### config.mk
export PLATFORM = sky130hd
export DESIGN_NAME = boton_eventos_flat
export DESIGN_NICKNAME = d
export VERILOG_FILES = /design/src/rtl/boton_eventos_if.sv /design/src/rtl/boton_eventos.sv /design/src/flat_wrapper.sv
export SDC_FILE = /design/constraint.sdc
export NUM_CORES = 1
export LEC_CHECK = 0
export BUFFER_PORTS_ARGS = -buffer_cell sky130_fd_sc_hd__buf_2
export CORE_AREA = 2 2 56 58
export CTS_CLUSTER_SIZE = 12
export DETAILED_ROUTE_END_ITERATION = 8
export DIE_AREA = 0 0 58 60
export PLACE_DENSITY = 0.91
export SLEW_MARGIN = 20
export SYNTH_ARGS = -nofsm -noshare
export SYNTH_HDL_FRONTEND = slang
export SYNTH_SLANG_ARGS = --single-unit
export TNS_END_PERCENT = 20
### constraint.sdc
create_clock -name clk -period 5.24 [get_ports clk]
set_input_delay 1.31 -clock clk [delete_from_list [all_inputs] [get_ports clk]]
set_output_delay 1.31 -clock clk [all_outputs]
set_load 0.02 [all_outputs]
### src/rtl/boton_eventos_if.sv
// boton_eventos_if: debounced button level in, single-cycle button events out
interface boton_eventos_if;
  logic btn_in;
  logic repeat_en;
  logic press_pulse;
  logic release_pulse;
  logic short_pulse;
  logic long_pulse;
  logic repeat_pulse;
  logic held;
  modport master (
    output btn_in, repeat_en,
    input  press_pulse, release_pulse, short_pulse, long_pulse, repeat_pulse, held
  );
  modport slave (
    input  btn_in, repeat_en,
    output press_pulse, release_pulse, short_pulse, long_pulse, repeat_pulse, held
  );
endinterface

### src/rtl/boton_eventos.sv
// boton_eventos: turns a debounced button level into press/release/short/long/repeat pulses
module boton_eventos #(
  parameter int LONG_COUNT   = 20_000_000,
  parameter int REPEAT_COUNT = 4_000_000,
  parameter int CNT_W        = 25
) (
  input logic           clk,
  input logic           rst,
  boton_eventos_if.slave bus
);
  typedef enum logic [1:0] {IDLE, PRESSED, LONG_HELD} state_t;
  localparam logic [CNT_W-1:0] LONG_LAST = CNT_W'(LONG_COUNT - 1);
  localparam logic [CNT_W-1:0] REP_LAST  = CNT_W'(REPEAT_COUNT - 1);
  state_t           state_q;
  logic [CNT_W-1:0] cnt_q;
  logic             btn_prev_q;
  logic             press_q, release_q, short_q, long_q, repeat_q, held_q;
  // btn_prev resets high so a button held through reset must be released before it counts
  always_ff @(posedge clk) begin
    if (rst) begin
      state_q    <= IDLE;
      cnt_q      <= '0;
      btn_prev_q <= 1'b1;
      press_q    <= 1'b0;
      release_q  <= 1'b0;
      short_q    <= 1'b0;
      long_q     <= 1'b0;
      repeat_q   <= 1'b0;
      held_q     <= 1'b0;
    end else begin
      btn_prev_q <= bus.btn_in;
      press_q    <= 1'b0;
      release_q  <= 1'b0;
      short_q    <= 1'b0;
      long_q     <= 1'b0;
      repeat_q   <= 1'b0;
      case (state_q)
        IDLE: if (bus.btn_in && !btn_prev_q) begin
          press_q <= 1'b1;
          held_q  <= 1'b1;
          cnt_q   <= '0;
          state_q <= PRESSED;
        end
        PRESSED: if (!bus.btn_in) begin
          release_q <= 1'b1;
          short_q   <= 1'b1;
          held_q    <= 1'b0;
          state_q   <= IDLE;
        end else if (cnt_q == LONG_LAST) begin
          long_q  <= 1'b1;
          cnt_q   <= '0;
          state_q <= LONG_HELD;
        end else begin
          cnt_q <= cnt_q + 1'b1;
        end
        LONG_HELD: if (!bus.btn_in) begin
          release_q <= 1'b1;
          held_q    <= 1'b0;
          cnt_q     <= '0;
          state_q   <= IDLE;
        end else if (!bus.repeat_en) begin
          cnt_q <= '0;
        end else if (cnt_q == REP_LAST) begin
          repeat_q <= 1'b1;
          cnt_q    <= '0;
        end else begin
          cnt_q <= cnt_q + 1'b1;
        end
        default: begin
          state_q <= IDLE;
          held_q  <= 1'b0;
          cnt_q   <= '0;
        end
      endcase
    end
  end
  assign bus.press_pulse   = press_q;
  assign bus.release_pulse = release_q;
  assign bus.short_pulse   = short_q;
  assign bus.long_pulse    = long_q;
  assign bus.repeat_pulse  = repeat_q;
  assign bus.held          = held_q;
endmodule

### src/flat_wrapper.sv
// flat-port wrapper written by rule: the top's interface ports become plain ports
module boton_eventos_flat 
#(
  parameter int LONG_COUNT   = 20_000_000,
  parameter int REPEAT_COUNT = 4_000_000,
  parameter int CNT_W        = 25
)
  (clk, rst, bus_btn_in, bus_repeat_en, bus_press_pulse, bus_release_pulse, bus_short_pulse, bus_long_pulse, bus_repeat_pulse, bus_held);
  boton_eventos_if bus_i ();
  input logic clk;
  input logic rst;
  input wire logic [$bits(bus_i.btn_in)-1:0] bus_btn_in;
  input wire logic [$bits(bus_i.repeat_en)-1:0] bus_repeat_en;
  output wire logic [$bits(bus_i.press_pulse)-1:0] bus_press_pulse;
  output wire logic [$bits(bus_i.release_pulse)-1:0] bus_release_pulse;
  output wire logic [$bits(bus_i.short_pulse)-1:0] bus_short_pulse;
  output wire logic [$bits(bus_i.long_pulse)-1:0] bus_long_pulse;
  output wire logic [$bits(bus_i.repeat_pulse)-1:0] bus_repeat_pulse;
  output wire logic [$bits(bus_i.held)-1:0] bus_held;
  assign bus_i.btn_in = bus_btn_in;
  assign bus_i.repeat_en = bus_repeat_en;
  assign bus_press_pulse = bus_i.press_pulse;
  assign bus_release_pulse = bus_i.release_pulse;
  assign bus_short_pulse = bus_i.short_pulse;
  assign bus_long_pulse = bus_i.long_pulse;
  assign bus_repeat_pulse = bus_i.repeat_pulse;
  assign bus_held = bus_i.held;
  boton_eventos #(.LONG_COUNT(LONG_COUNT), .REPEAT_COUNT(REPEAT_COUNT), .CNT_W(CNT_W)) u_core (.clk(clk), .rst(rst), .bus(bus_i));
endmodule
# ---- After elaboration in Yosys (flattened, before gate mapping)
# Cells that the tools add are included.
dict set report word_totals {
  reg_bits 34
  latch_bits 0
  ramBits 0
  rom_bits 0
  in_bits 4
  output_inout_bits 6
  elab_cells 56
  memories 0
}
dict set report classes {
  addsub 1
  n_mul 0
  n_div 0
  magnitude_cmp 0
  n_eq_ne 9
  shifts 0
  mux 19
  bitwise_logic 6
  reduce_logical 12
}
# operator count
set op_table {}
lappend op_table {{two-way mux 25 bit} 6}
lappend op_table {{case mux 25 bit (3 select lines)} 1}
lappend op_table {{adder 25 x 1 -> 25 bit, second input constant} 1}
lappend op_table {{== test 25 x 22 -> 1 bit, second input constant} 1}
lappend op_table {{== test 25 bit, second input constant} 1}
lappend op_table {{two-way mux 2 bit} 4}
lappend op_table {{OR reduction 2 bit} 4}
lappend op_table {{two-way mux 1 bit} 6}
lappend op_table {{!= test 2 bit, second input constant} 3}
lappend op_table {{inverter 1 bit} 6}
lappend op_table {{case mux 2 bit (3 select lines)} 1}
lappend op_table {{AND reduction 2 bit} 2}
lappend op_table {{OR reduction 4 bit} 1}
lappend op_table {{!= test 3 x 2 -> 1 bit, second input constant} 1}
lappend op_table {{AND reduction 3 bit} 1}
lappend op_table {{OR reduction 3 bit} 1}
lappend op_table {{== test 2 x 1 -> 1 bit, second input constant} 1}
lappend op_table {{== test 2 bit, second input constant} 1}
lappend op_table {{zero test 2 bit} 1}
lappend op_table {{!= test 2 x 1 -> 1 bit, second input constant} 1}
lappend op_table {{case mux 1 bit (2 select lines)} 1}
lappend op_table {{logical AND 1 bit} 1}
lappend op_table {{zero test 1 bit} 1}

# ---- Longest topological paths before layout
# Gate-level depths: netlist (run 1).
dict set report logic_depth {
  word_depth 5
  mapped_depth 9
  depth_no_buf 8
}

# ---- Worst setup path before layout (run 1)
# Ideal clock, no wire load.
dict set report synth_timing {
  path_type {input -> register}
  from {input port bus_btn_in}
  to {register u_core.cnt_q[24]}
  setup_time_ns 0.062
  arrival_ns 2.698
  required_time_ns 5.178
  path_slack_ns 2.480
  stages 6
  n_path_buf 0
  cell_sequence {nand2b_1 > a2bb2oi_1 > o311ai_1 > a21o_2 > or4_1 > nand3_1}
}
dict set report synth_between {
  elab_chain_len 3
  elab_cells_between_ends 6
  classes_between {eq/ne: 2; mux: 2; reduce/logical: 2}
}
# item line
set synth_rtl {}
lappend synth_rtl {{start, declared} flat_wrapper.sv:12} ;# input wire logic [$bits(bus_i.btn_in)-1:0] bus_btn_in;
lappend synth_rtl {{logical AND 1 bit} boton_eventos.sv:38} ;# IDLE: if (bus.btn_in && !btn_prev_q) begin
lappend synth_rtl {{!= test 2 x 1 -> 1 bit (no line)} --}
lappend synth_rtl {{AND reduction 2 bit (no line)} --}
lappend synth_rtl {{end signal, assigned} boton_eventos.sv:54} ;# cnt_q <= cnt_q + 1'b1;
lappend synth_rtl {{end signal, assigned} boton_eventos.sv:67} ;# cnt_q <= cnt_q + 1'b1;
lappend synth_rtl {{end, declared} boton_eventos.sv:15} ;# logic [CNT_W-1:0] cnt_q;
# Several ways; a longest one is shown, not always the timed one.
# A chain may end at the register's enable or synchronous reset.

# ---- Worst setup path in the final report (run 1)
# Same ends and word-level chain as after synthesis.

==> impl_metrics.py, run 1 <==
metrics = {
    "routing": {
        "ant_nets": 0,
        "drt_first_iter_violations": 109,
        "drtPass1Iterations": 4,
        "wl_per_cell_um": 13.68,
        "wirelength_um": 3665,
        "routed_via_density": 6.313,
        "vias": 1692,
        "drc": 0,
    },
    "yosys": {
        "synth_cells": 224,
        "synth-async-reset-ratio_pct": 0,
        "synth_area_sq_um": 1762,
        "synth-seq-area-share_pct": 38.64,
        "synth-seq-cells": 34,
        "yosysWarnings": 0,
        "ys_types": 40,
        "syn_nets": 232,
        "synth_edf_count": 0,
        "synth_ff_type": "dfxtp_1",
        "synth_area_per_cell_sq_um": 7.865,
    },
    "worst_hold_path": {
        "holdCritPathClass": "flip-flop to flip-flop",
    },
    "clock_network": {
        "cts_buffer_depth": 2,
        "cts_sinks": 34,
        "cts_tree": "built",
        "hold_buffers": 0,
        "clockRootBuffer": "clkbuf_4",
        "numCtsBuffers": 5,
        "post_cts_buffers": 0,
        "clk_pin_slew_ns": 0.11,
        "ctsResizeCount": 0,
        "cts-htree-levels": 2,
        "clk_latency_ns": 0.35,
    },
    "floorplan": {
        "die_area_sq_um": 3480,
        "dieHeight_um": 60,
        "die_w_um": 58,
        "core-area_sq_um": 2903,
        "initial_utilization_pct": 60.69,
        "pin_count": 10,
        "rows": 20,
    },
    "finish": {
        "fillCellCount": 258,
        "syn_to_final_growth_pct": 6.463,
        "drive_above_1_share_pct": 9.362,
        "final_net_count": 242,
        "antennaDiodeCount": 0,
    },
    "sta": {
        "worst_pin_slew_ns": 0.8402,
        "fin_crit_sh_pct": 53.77,
        "fin_setup_tns_ns": 0,
        "finalHoldViolCount": 0,
        "fmax_ghz": 0.3549,
        "setup_viol": 0,
        "min_period_ns": 2.818,
        "slew_headroom_pct": 43.47,
        "setup_slack_ns": 2.422,
        "rsz0062_at_grt": "no",
        "finalMaxSlewViolations": 0,
        "clock_skew_ns": 0.01046,
    },
    "setup_path": {
        "slowest_stage": "or4_1",
        "path_max_fanout": 22,
        "required_ns": 5.54,
        "crit_chain": "buf_2, nand2b_1, a2bb2oi_1, o311ai_1, a21o_2, or4_1, nand3_1",
        "slowest_delay_ns": 0.53,
        "worstSetupEndpointType": "flip-flop",
        "cp.arrival_ns": 3.12,
        "critPathKind": "input port to flip-flop",
        "worstSetupStartpointType": "input port",
    },
    "grt": {
        "grt_first_pass_wirelength_um": 6141,
        "grt_start_max_net_pins": 23,
        "grt_overflow_total": 0,
        "grt_use_total_pct": 23.04,
        "antenna_found_initial": 0,
        "grt_pass1_vias": 1454,
    },
    "status": {
        "status": "finished clean",
    },
    "placement": {
        "pre_cts_slack_ns": 2.067,
        "dp_hpwl_um": 2545,
        "io_buffers": 9,
        "gp_congestion": 0.8867,
    },
    "power": {
        "ir_drop_mv": 0.2196,
        "p_leak_nw": 0.6659,
        "p_per_area_nw_per_um2": 247.2,
    },
    "flow_run": {
        "maxCapViolations": 0,
    },
}
-- routing by layer --
layer	up-vias	track usage (%)	routed length, um
li1	839	-	-
met1	798	28.48	1685
met2	43	37.66	1747
met3	12	6.277	166
met4	0	10.30	65
met5	-	0	0
-- critical path, delay by kind of cell --
family                 cells  cell delay [ns]
AND/OR/NAND/NOR            3             0.71
AO/OA/AOI/OAI              3             0.94
buffers and inverters      1             0.15
-- power by group --
group / total [mW] / switching, mW / leakage, nW / internal, mW
clock: 0.154 / 0.0891 / 0.0353 / 0.0650
combinational: 0.0458 / 0.0313 / 0.356 / 0.0145
sequential: 0.264 / 0.00214 / 0.274 / 0.262
total: 0.464 / 0.123 / 0.666 / 0.341
-- registers in the layout (all words and copies together), names as in the netlist --
| signal | flops |
|---|---|
| u_core.state_q | 2 |
| u_core.btn_prev_q | 1 |
| u_core.bus.repeat_pulse | 1 |
| u_core.bus.held | 1 |
| u_core.bus.release_pulse | 1 |
| u_core.cnt_q | 25 |
| u_core.bus.press_pulse | 1 |
| u_core.bus.long_pulse | 1 |
| u_core.bus.short_pulse | 1 |
-- placed cells by master (no fill, tap or decap), types with 2 or more instances in the layout --
| cell type | Yosys | layout |
|---|---|---|
| a211oi_1 | 2 | 2 |
| a21oi_1 | 11 | 11 |
| a31oi_1 | 3 | 3 |
| and2_1 | 5 | 5 |
| and3_1 | 3 | 3 |
| buf_2 | 2 | 9 |
| buf_4 | 0 | 2 |
| clkbuf_4 | 0 | 5 |
| dfxtp_1 | 34 | 34 |
| ha_1 | 4 | 4 |
| inv_1 | 9 | 9 |
| nand2_1 | 32 | 32 |
| nand3_1 | 35 | 35 |
| nand3b_1 | 2 | 2 |
| nand4_1 | 8 | 8 |
| nor2_1 | 14 | 14 |
| nor3_1 | 3 | 3 |
| nor3b_1 | 2 | 2 |
| nor4b_1 | 2 | 2 |
| o211ai_1 | 2 | 2 |
| o21ai_1 | 4 | 4 |
| o311ai_1 | 4 | 4 |
| o31ai_1 | 3 | 3 |
| o31ai_2 | 2 | 2 |
| or2_1 | 2 | 2 |
| or3_1 | 13 | 13 |
| or4_1 | 4 | 4 |
-- cell usage after synthesis, types with 2 or more instances --
| library cell | count | area [sq um] |
|---|---|---|
| or4_1 | 4 | 30.03 |
| and2_1 | 5 | 31.28 |
| a21oi_1 | 11 | 55.05 |
| o211ai_1 | 2 | 15.01 |
| nor2_1 | 14 | 52.55 |
| o311ai_1 | 4 | 35.03 |
| nand3b_1 | 2 | 15.01 |
| inv_1 | 9 | 33.78 |
| o21ai_1 | 4 | 20.02 |
| a31oi_1 | 3 | 18.77 |
| o31ai_1 | 3 | 22.52 |
| dfxtp_1 | 34 | 680.7 |
| and3_1 | 3 | 18.77 |
| nand4_1 | 8 | 50.05 |
| nand2_1 | 32 | 120.1 |
| buf_2 | 2 | 10.01 |
| a211oi_1 | 2 | 15.01 |
| ha_1 | 4 | 50.05 |
| nor3b_1 | 2 | 15.01 |
| o31ai_2 | 2 | 25.02 |
| clkbuf_1 | 4 | 15.01 |
| nor3_1 | 3 | 15.01 |
| nor4b_1 | 2 | 17.52 |
| or2_1 | 2 | 12.51 |
| buf_6 | 2 | 22.52 |
| or3_1 | 13 | 81.33 |
| nand3_1 | 35 | 175.2 |
-- path summary, 6_finish.rpt --
path | from | endpoint | slack [ns] | cells after the start
setup / recovery | bus_btn_in | u_core.cnt_q[24] | 2.42 | 7
hold / removal | u_core.cnt_q[1] | u_core.cnt_q[1] | 0.49 | 2
setup reg to reg | u_core.cnt_q[12] | u_core.cnt_q[10] | 2.62 | 6
hold reg to reg | u_core.cnt_q[1] | u_core.cnt_q[1] | 0.49 | 2
-- metrics by stage --
step	utilization, %	std cells	total power [mW]	area, sq um	hold slack, ns
finish	64.61	268	0.4636	1876	0.4924
global route	64.61	268	0.4796	1876	0.5239
CTS	64.61	268	0.4677	1876	0.4943
detailed placement	62.54	260	0.3148	1815	0.4784
global placement	62.54	260	0.3123	1815	0.4710
floorplan	-	224	0.3020	1762	0.4481
-- final cells by class --
type,instances,area [sq um],share of cell area (%)
Tap cell,33,41.29,2.201
Multi-Input combinational cell,173,999.7,53.30
Sequential cell,34,680.7,36.29
Clock buffer,7,55.05,2.935
Inverter,9,33.78,1.801
Timing Repair Buffer,11,60.06,3.202
Clock inverter,1,5.005,0.2668
-- kinds of logic (layout without fill, tap and decap cells) --
logic type | after synthesis | count (layout) | synth area share, %
DFF | 34 | 34 | 38.64
and+or+nand+nor | 131 | 131 | 38.71
buffers and inverters | 17 | 28 | 4.616
adders and majority gates | 4 | 4 | 2.841
muxes | 1 | 1 | 0.5682
AOI/OAI and AO/OA | 37 | 37 | 14.63
Power figures use the tool's default switching activity.
==> run 2, diff against run 1 <==
- CORE_AREA: 2 2 56 58 -> 2 2 58 60
- DIE_AREA: 0 0 58 60 -> 0 0 60 62
- PLACE_DENSITY: 0.91 -> 0.86
- clock period: 5.24 -> 2.7 ns (I/O delays scaled with it)
==> run 2 against run 1 <==
  * Clock power increased by 71%
  * Sequential share of layout area decreased by 0.64 points
  * Sequential power increased by 94%
  * Die area increased by 6.9%
  * Largest power group unchanged
  * Count of clock-buffer cells in the layout unchanged
  * Wire length increased by 3.4%
  * Worst hold slack improved by 0.00080 ns
  * Design area increased by 1.8%
==> impl_metrics.py, run 2 (same netlist as run 1, synthesis figures left out) <==
metrics = {
    "sta": {
        "fin_setup_tns_ns": 0,
        "setup_slack_ns": 0.1834,
        "finalMaxSlewViolations": 0,
        "clock_skew_ns": 0.009848,
        "holdWs_ns": 0.4932,
        "fmax_ghz": 0.3974,
        "min_period_ns": 2.517,
        "worst_pin_slew_ns": 0.7631,
        "rsz0062_at_grt": "no",
        "setup_viol": 0,
        "finalHoldViolCount": 0,
        "fin_crit_sh_pct": 93.21,
        "slew_headroom_pct": 48.66,
    },
    "floorplan": {
        "pin_count": 10,
        "die_area_sq_um": 3720,
        "dieHeight_um": 62,
        "core-area_sq_um": 3179,
        "die_w_um": 60,
        "rows": 21,
        "initial_utilization_pct": 55.41,
    },
    "grt": {
        "grt_overflow_total": 0,
        "grt_first_pass_wirelength_um": 6382,
        "grt_use_total_pct": 22.82,
        "grt_pass1_vias": 1445,
        "antenna_found_initial": 0,
        "grt_start_max_net_pins": 23,
    },
    "clock_network": {
        "clockRootBuffer": "clkbuf_4",
        "clk_pin_slew_ns": 0.10,
        "ctsResizeCount": 0,
        "numCtsBuffers": 5,
        "cts_tree": "built",
        "cts-htree-levels": 2,
        "post_cts_buffers": 0,
        "cts_buffer_depth": 2,
        "hold_buffers": 0,
        "clk_latency_ns": 0.34,
        "cts_sinks": 34,
    },
    "flow_run": {
        "maxCapViolations": 0,
    },
    "setup_path": {
        "path_max_fanout": 22,
        "slowest_stage": "or4_4",
        "cp.arrival_ns": 2.75,
        "slowest_delay_ns": 0.63,
        "crit_chain": "ha_1, nand3_1, or4_4, o311ai_1, a21o_4, or3_1, nand3_1",
        "critPathKind": "flip-flop to flip-flop",
        "worstSetupStartpointType": "flip-flop",
        "crit_top_cell": "nand3_1",
        "worstSetupEndpointType": "flip-flop",
        "required_ns": 2.93,
    },
    "power": {
        "p_per_area_nw_per_um2": 454.5,
        "p_leak_nw": 0.6741,
        "ir_drop_mv": 0.2634,
    },
    "placement": {
        "gp_congestion": 0.8899,
        "dp.cells": 276,
        "io_buffers": 9,
        "dp_hpwl_um": 2634,
        "pre_cts_slack_ns": 0.1095,
    },
    "finish": {
        "layout_commonest_cell": "nand3_1",
        "top_regs": "u_core.cnt_q x25, u_core.state_q x2",
        "regMostFlops": "u_core.cnt_q",
        "largest_reg_flops": 25,
        "finalNonFillerCells": 283,
        "antennaDiodeCount": 0,
        "drive_above_1_share_pct": 10.13,
        "layout_common_cells": "nand3_1, dfxtp_1, nand2_1",
        "final_net_count": 245,
        "syn_to_final_growth_pct": 8.381,
    },
    "routing": {
        "ant_nets": 0,
        "drtPass1Iterations": 4,
        "drc": 0,
        "wirelength_um": 3789,
        "drt_first_iter_violations": 63,
        "wl_per_cell_um": 13.39,
        "routed_via_density": 5.848,
        "vias": 1655,
    },
    "worst_hold_path": {
        "holdCritPathClass": "flip-flop to flip-flop",
    },
    "status": {
        "status": "finished clean",
    },
}
==> run 2: cell count changes in the layout (fill, tap and decap cells not counted), sizes merged <==
cell and delta:
buf +3, clkinv -1
==> run 2: area by class of cell <==
type | count | area [sq um]
inverter | 9 | 33.78
clock buffer | 7 | 45.04
multi-input combinational | 173 | 1010
tap | 46 | 57.56
sequential | 34 | 680.7
fill | 294 | 1270
timing repair buffer | 14 | 82.58
==> run 2: stage by stage <==
| stage | cell area [sq um] | utilization [%] | total power [mW] |
|---|---|---|---|
| 6_report | 1909 | 60.06 | 0.8678 |
| 5_1_grt | 1909 | 60.06 | 0.9039 |
| 2_1_floorplan | 1762 | - | 0.5861 |
| 3_3_place_gp | 1854 | 58.32 | 0.6137 |
| 4_1_cts | 1899 | 59.74 | 0.8729 |
| 3_5_place_dp | 1854 | 58.32 | 0.6153 |
==> run 2: power by group <==
part	internal [mW]	switching, mW	total, mW
logic	0.0335	0.0596	0.0932
registers	0.508	0.00380	0.512
clock network	0.0981	0.165	0.263
total	0.639	0.228	0.868
==> run 2: final timing paths <==
path         slack [ns]        startpoint  cells after the start                to
max                0.18   u_core.cnt_q[0]                      7  u_core.cnt_q[21]
min reg2reg        0.49  u_core.cnt_q[23]                      2  u_core.cnt_q[23]
max reg2reg        0.18   u_core.cnt_q[0]                      7  u_core.cnt_q[21]
min                0.49  u_core.cnt_q[23]                      2  u_core.cnt_q[23]
==> run 2: worst max-delay path, delay by kind of cell, from the launching register on <==
kind	cells	cell delay, ns
AOI/OAI and AO/OA	2	0.76
adders and majority gates	1	0.21
DFF	1	0.41
and+or+nand+nor	4	1.01
==> run 2: routing by layer <==
metal,share of wire (%),vias up,track usage [%]
met5,0,-,0
met1,47,775,29.08
met3,4.0,6,6.211
met4,1.5,0,9.524
li1,-,844,-
met2,47,30,36.65
